## src/rtl/robo_actuator_sequencer.sv

```systemverilog
// robo_actuator_sequencer
// Timed actuator sequencer that sits between the wall-following behaviour FSM
// and the physical drives. Each accepted motion command drives exactly one
// actuator enable for a fixed number of cycles. When the actuator changes from
// the previous command, the block first inserts an all-off dead-time. It also
// keeps a saturating count of completed advances.
//
// Optional feature: define ROBO_SEQ_OVERRIDE_EN to enable the manual-override
// request port. That port has strict priority over the FSM port. When the
// macro is undefined, the manual inputs are ignored and man_ready stays low.

module robo_actuator_sequencer #(
   parameter int MOVE_CYCLES   = 8,
   parameter int TURN_CYCLES   = 12,
   parameter int REMOVE_CYCLES = 16,
   parameter int DEAD_CYCLES   = 2,
   parameter int CNT_W         = 8
) (
   input  logic        clock,
   input  logic        reset,
   input  logic        cmd_valid,
   input  logic [1:0]  cmd_op,
   output logic        cmd_ready,
   input  logic        man_valid,
   input  logic [1:0]  man_op,
   output logic        man_ready,
   input  logic        abort,
   output logic        motor_fwd,
   output logic        motor_turn,
   output logic        arm_on,
   output logic        busy,
   output logic        done,
   output logic        aborted,
   output logic [15:0] adv_count
);

   localparam logic [1:0] OP_NOP     = 2'b00;
   localparam logic [1:0] OP_ADVANCE = 2'b01;
   localparam logic [1:0] OP_TURN    = 2'b10;
   localparam logic [1:0] OP_REMOVE  = 2'b11;

   typedef enum logic [1:0] {
      IDLE = 2'b00,
      DEAD = 2'b01,
      RUN  = 2'b10,
      DONE = 2'b11
   } state_t;

   state_t           state_q, state_d;
   logic [CNT_W-1:0] cnt_q, cnt_d;
   logic [1:0]       op_q, op_d;
   logic [1:0]       last_op_q, last_op_d;
   logic [15:0]      adv_count_q, adv_count_d;
   logic             motor_fwd_q, motor_fwd_d;
   logic             motor_turn_q, motor_turn_d;
   logic             arm_on_q, arm_on_d;
   logic             busy_q, busy_d;
   logic             done_q, done_d;
   logic             aborted_q, aborted_d;

   logic             acc_valid;
   logic [1:0]       acc_op;

   // Returns the on-time of the actuator that the given opcode drives.
   function automatic logic [CNT_W-1:0] run_len(input logic [1:0] op);
      case (op)
         OP_ADVANCE: run_len = CNT_W'(MOVE_CYCLES);
         OP_TURN:    run_len = CNT_W'(TURN_CYCLES);
         default:    run_len = CNT_W'(REMOVE_CYCLES);
      endcase
   endfunction

`ifdef ROBO_SEQ_OVERRIDE_EN
   // Handshake arbitration: in IDLE the manual requester always wins.
   always_comb begin
      man_ready = (state_q == IDLE);
      cmd_ready = (state_q == IDLE) && !man_valid;
      acc_valid = 1'b0;
      acc_op    = OP_NOP;
      if (man_valid && man_ready) begin
         acc_valid = 1'b1;
         acc_op    = man_op;
      end else if (cmd_valid && cmd_ready) begin
         acc_valid = 1'b1;
         acc_op    = cmd_op;
      end
   end
`else
   logic unused_man_inputs;

   // The behaviour FSM is the only requester; the manual port is inert.
   always_comb begin
      unused_man_inputs = ^{man_valid, man_op};
      man_ready         = 1'b0;
      cmd_ready         = (state_q == IDLE);
      acc_valid         = cmd_valid && cmd_ready;
      acc_op            = cmd_op;
   end
`endif

   // Next-state logic: sequencing, dead-time, abort handling and the advance counter.
   always_comb begin
      state_d     = state_q;
      cnt_d       = cnt_q;
      op_d        = op_q;
      last_op_d   = last_op_q;
      adv_count_d = adv_count_q;
      aborted_d   = 1'b0;

      case (state_q)
         IDLE: begin
            if (acc_valid) begin
               op_d = acc_op;
               if (acc_op == OP_NOP) begin
                  state_d = DONE;
               end else if (acc_op != last_op_q) begin
                  state_d = DEAD;
                  cnt_d   = CNT_W'(DEAD_CYCLES);
               end else begin
                  state_d = RUN;
                  cnt_d   = run_len(acc_op);
               end
            end
         end
         DEAD: begin
            if (abort) begin
               state_d   = IDLE;
               aborted_d = 1'b1;
               last_op_d = OP_NOP;
            end else if (cnt_q == CNT_W'(1)) begin
               state_d = RUN;
               cnt_d   = run_len(op_q);
            end else begin
               cnt_d = cnt_q - CNT_W'(1);
            end
         end
         RUN: begin
            if (abort) begin
               state_d   = IDLE;
               aborted_d = 1'b1;
               last_op_d = OP_NOP;
            end else if (cnt_q == CNT_W'(1)) begin
               state_d   = DONE;
               last_op_d = op_q;
               if (op_q == OP_ADVANCE && adv_count_q != 16'hFFFF) begin
                  adv_count_d = adv_count_q + 16'd1;
               end
            end else begin
               cnt_d = cnt_q - CNT_W'(1);
            end
         end
         DONE: begin
            state_d = IDLE;
         end
         default: begin
            state_d = IDLE;
         end
      endcase

      busy_d       = (state_d != IDLE);
      done_d       = (state_d == DONE);
      motor_fwd_d  = (state_d == RUN) && (op_d == OP_ADVANCE);
      motor_turn_d = (state_d == RUN) && (op_d == OP_TURN);
      arm_on_d     = (state_d == RUN) && (op_d == OP_REMOVE);
   end

   // State and registered outputs; reset drops every enable immediately.
   always_ff @(posedge clock or posedge reset) begin
      if (reset) begin
         state_q      <= IDLE;
         cnt_q        <= '0;
         op_q         <= OP_NOP;
         last_op_q    <= OP_NOP;
         adv_count_q  <= 16'd0;
         motor_fwd_q  <= 1'b0;
         motor_turn_q <= 1'b0;
         arm_on_q     <= 1'b0;
         busy_q       <= 1'b0;
         done_q       <= 1'b0;
         aborted_q    <= 1'b0;
      end else begin
         state_q      <= state_d;
         cnt_q        <= cnt_d;
         op_q         <= op_d;
         last_op_q    <= last_op_d;
         adv_count_q  <= adv_count_d;
         motor_fwd_q  <= motor_fwd_d;
         motor_turn_q <= motor_turn_d;
         arm_on_q     <= arm_on_d;
         busy_q       <= busy_d;
         done_q       <= done_d;
         aborted_q    <= aborted_d;
      end
   end

   assign motor_fwd  = motor_fwd_q;
   assign motor_turn = motor_turn_q;
   assign arm_on     = arm_on_q;
   assign busy       = busy_q;
   assign done       = done_q;
   assign aborted    = aborted_q;
   assign adv_count  = adv_count_q;

endmodule

```

## config.mk

```make
export PLATFORM = sky130hd
export DESIGN_NAME = robo_actuator_sequencer
export DESIGN_NICKNAME = d
export VERILOG_FILES = /design/src/rtl/robo_actuator_sequencer.sv
export SDC_FILE = /design/constraint.sdc
export NUM_CORES = 1
export LEC_CHECK = 0
export BUFFER_PORTS_ARGS = -buffer_cell sky130_fd_sc_hd__buf_2
export CORE_ASPECT_RATIO = 1.75
export CORE_UTILIZATION = 30
export CTS_BUF_LIST = sky130_fd_sc_hd__clkbuf_8
export DETAILED_ROUTE_END_ITERATION = 10
export HOLD_SLACK_MARGIN = 0.12
export PLACE_DENSITY_LB_ADDON = 0.2
export SLEW_MARGIN = 0
export SYNTH_ARGS = -nofsm -noshare
export SYNTH_HDL_FRONTEND = slang
export SYNTH_SLANG_ARGS = --single-unit
```

## constraint.sdc

```tcl
create_clock -name clock -period 6.3 [get_ports clock]
set_input_delay 1.89 -clock clock [delete_from_list [all_inputs] [get_ports clock]]
set_output_delay 1.89 -clock clock [all_outputs]
set_load 0.05 [all_outputs]
```

# Word-level counts from Yosys, hierarchy flattened
# Cells that the tools add are included.
[word_totals]
reg_bits = 36
out_inout_bits = 24
mem_bits_ro = 0
ramBits = 0
latchBits = 0
memories = 0
[op_classes]
n_mul = 0
n_eq_ne = 22
muxes = 26
bitwise_logic = 1
n_div = 0
reduce_logical = 14
n_shift = 0
n_addsub = 2
magnitude_cmp = 0
[op_table]
columns = ["operator", "n"]
rows = [
  ["8-bit 2-to-1 mux", 6],
  ["2-bit 2-to-1 mux", 12],
  ["8-bit one-hot mux with 3 select lines", 1],
  ["5-bit one-hot mux with 2 select lines", 2],
  ["16-bit by 1-bit adder with 16-bit output, second input constant", 1],
  ["2-bit == test, second input constant", 8],
  ["16-bit != test, second input constant", 1],
  ["2-bit != test, second input constant", 5],
  ["2-bit by 1-bit == test with 1-bit output, second input constant", 4],
  ["8-bit by 1-bit == test with 1-bit output, second input constant", 1],
  ["2-bit one-hot mux with 4 select lines", 1],
  ["8-bit by 1-bit subtractor with 8-bit output, second input constant", 1],
  ["6-bit AND reduction", 1],
  ["1-bit logical AND", 5],
  ["5-bit 2-to-1 mux", 1],
  ["2-bit logical NOT", 2],
  ["2-bit one-hot mux with 2 select lines", 1],
  ["4-bit AND reduction", 1],
  ["2-bit nonzero test", 2],
  ["3-bit != test, second input constant", 1],
  ["3-bit AND reduction", 1],
  ["3-bit nonzero test", 1],
  ["1-bit 2-to-1 mux", 2],
  ["2-bit by 1-bit != test with 1-bit output, second input constant", 1],
  ["3 further kinds", 3],
]

# Depth between registers and ports, before layout
[depth]
ltp_word = 7
depth_mapped = 8

# Least setup slack after synthesis
# No wires, ideal clock.
[synth_path]
kind = "in2reg"
startpoint = "input cmd_op[0]"
endpoint = "register cnt_q[7]"
setup_slack_ps = 3156
path_stages = 7
t_arrival_ps = 3034
path_buffers = 0
setup_ps = 110
path_cell_list = "inv_1 > ha_1 > nand2b_1 > a21oi_1 > o21ai_2 > or2_2 > o41ai_1"
[synth_between]
elab_chain_len = 3
[synth_rtl]
columns = ["element", "line", "text"]
rows = [
  ["start: declaration", "22", "input logic [1:0] cmd_op,"],
  ["2-bit logical NOT", "114", "if (acc_op == OP_NOP) begin"],
  ["2-bit != test (no source line)", "n/a", ""],
  ["6-bit AND reduction (no source line)", "n/a", ""],
  ["end signal: assignment", "183", "cnt_q <= cnt_d;"],
  ["end: declaration", "50", "logic [CNT_W-1:0] cnt_q, cnt_d;"],
]
# No other way between the ends.
# A chain may end at the register's enable or synchronous reset.

# Worst setup path after layout
# Same ends and word-level chain as after synthesis.

==> results.ini <==
[final_layout]
final_common_cell = dfrtp_1
final_cell_mix = dfrtp_1, buf_2, nand2_1
drive_above_1_share = 0.209
nFillCells = 691
fin_nets = 264
diodes = 0
area_growth_syn_to_layout_pct = 16.0

[timing]
slew_headroom = 0.460
period_share = 0.533
hold_viol = 0
skew_ns = 0.00857
fmax_mhz = 298
period_needed_ns = 3.36
slew_violations = 0
setup_tns_ns = 0
setup_viol = 0
worstMarginPinSlew_ns = 0.805
grt_setup_unrepaired = false

[floorplan]
initial_core_util = 0.315
num_rows = 39
die_x_um = 64.9
dieArea_um2 = 7260
boundaryPins = 33
die_height_um = 112
core_region_area_um2 = 6590

[drt]
route.detailed.drc = 0
wl_met1_um = 1940
ant_nets = 0
viasPerCell = 4.90
wl_per_cell_um = 14.5
drt_iter0_drc = 69
first_pass_iters = 4
top_layer = met4
dr_total_vias = 1597
finalWirelength_um = 4720
wl_met3_um = 160
dr_wl_met2_um = 2500

[run]
maxCapViolCount = 0

[clocking]
post-cts-setup-buffers = 0
clkLatencyLatePin_ns = 0.29
cts-hold-fix-buffers = 0
cts_max_level = 2
cts.clk_slew.worst_paths_ns = 0.08
numCtsBuffers = 5
cts_max_path_buffers = 2
cts-root-buf = clkbuf_8
tritoncts = yes
numClockSinks = 36
cts_resized = 0

[pwr]
cellLeakagePower_uw = 0.00116
powerDensity_nw_per_um2 = 407
vdd_drop_max_uv = 177
power_uw = 980

[logic_synthesis]
synth_top_flop_cell = dfrtp_1
syn_area_um2 = 2070
synth_edf_count = 0
syn-num-nets = 232
synth.avg_cell_area_um2 = 9.83
synth_cell_type_count = 47
synth_warnings = 0
synth_seq_cells = 36
syn_inst = 211
yosysSeqAreaShare = 0.434
async_flop_share = 1.00

[critical_path]
critPathBufInv = 2
cpPeakStageDelay_ns = 0.39
cp.required_ns = 6.48
path_max_fanout = 14
cp_top_family = compound AO/OA/AOI/OAI gates
slowest_stage = or2_2
arrival_ns = 3.54
cp.depth = 8
crit_type = in2reg
reg2reg_depth = 6
critPathCaptureType = register
start_kind = input pin
path_cells = buf_2, inv_1, ha_1, nand2b_1, a21oi_1, o21ai_2, or2_2, o41ai_1

[place]
hpwl_um = 3490
place.gp.congestion = 0.821
numPortBuffers = 28

[grt]
grt_overflow = 0
grt_pass1_wl_um = 8020
grt_usage = 0.144
grt_pass1_vias = 1620
antenna_found_initial = 0
grt_max_degree = 37

[run_status]
status = finished, final reports clean

[worst_hold_path]
hold_class = reg2reg
hold_depth = 1

==> path summary, 6_finish.rpt <==
kind,startpoint,endpoint,slack (ns)
setup / recovery,cmd_op[0],cnt_q[7],2.94
hold / removal,adv_count[12],adv_count[12],0.49
setup reg to reg,state_q[0],adv_count[15],3.90
hold reg to reg,adv_count[12],adv_count[12],0.49
max in group asynchronous,reset,adv_count[1],4.26
min in group asynchronous,reset,adv_count[12],1.70
==> per-stage QoR <==
stage	utilization	cell area (um2)	std cells	setup slack, ns	hold WS, ns
detailed placement	0.349	2300	318	2.63	0.486
global placement	0.349	2300	318	2.68	0.477
global route	0.365	2410	326	2.77	0.517
CTS	0.365	2410	326	2.94	0.498
finish	0.365	2410	326	2.94	0.490
floorplan	-	2070	211	3.16	0.487
==> area by class of cell <==
class	count	area (um2)	share of cell area
multi-input combinational	154	1080	0.449
clock inverter	3	42.5	0.0177
clock buffer	5	68.8	0.0286
inverter	17	63.8	0.0265
tap	82	103	0.0426
timing repair buffer	29	148	0.0613
sequential	36	901	0.374
==> power breakdown <==
| part | internal [uW] | switching (uW) | total [uW] |
|---|---|---|---|
| logic | 148 | 294 | 442 |
| registers | 278 | 51.5 | 330 |
| clock network | 117 | 91.4 | 209 |
| total | 544 | 437 | 980 |
==> worst register-to-register path, cell delays in order, from the launching register on <==
cell     delay [ns]
dfrtp_1        0.42
inv_1          0.16
ha_1           0.40
nor2b_1        0.37
nand4_4        0.19
nor4_1         0.38
mux2_2         0.37
==> flip-flops by register name, summed over array words and instances (netlist names) <==
register and cells:
aborted 1, adv_count 16, arm_on 1, busy 1, cnt_q 8, done 1, last_op_q 2, motor_fwd 1
motor_turn 1, op_q 2, state_q 2
==> cells in the mapped netlist (all sizes together) (2+ instances only) <==
cell type | instances | area [um2]
dfrtp | 36 | 901
nand2 | 23 | 86.3
nor2 | 18 | 67.6
inv | 17 | 63.8
o21ai | 13 | 68.8
ha | 12 | 150
a21oi | 9 | 45.0
xnor2 | 9 | 78.8
nor3 | 8 | 56.3
nand3 | 7 | 35.0
xor2 | 7 | 61.3
nor4 | 6 | 37.5
buf | 4 | 28.8
nand4 | 4 | 40.0
a211oi | 3 | 32.5
a32oi | 3 | 26.3
nor2b | 3 | 18.8
nor3b | 3 | 27.5
a21boi | 2 | 15.0
and2 | 2 | 12.5
and3 | 2 | 12.5
mux2 | 2 | 22.5
nand2b | 2 | 12.5
o2bb2ai | 2 | 17.5
==> logic make-up after synthesis <==
logic type / after synthesis / share of synthesized area
simple gates: 83 / 0.224
compound gates: 40 / 0.145
flops: 36 / 0.434
buf+inv: 21 / 0.0446
xor+xnor: 16 / 0.0676
fa+ha+maj: 12 / 0.0724
mux: 2 / 0.0109
other cells: 1 / 0.00181
==> per-layer routing <==
metal  vias to the layer above  track usage
met4                         0       0.0667
met3                         9       0.0225
met2                        34        0.251
met1                       758        0.167
met5                         -            0
li1                        796            -
Note: power is estimated with default switching activity, not from simulation.
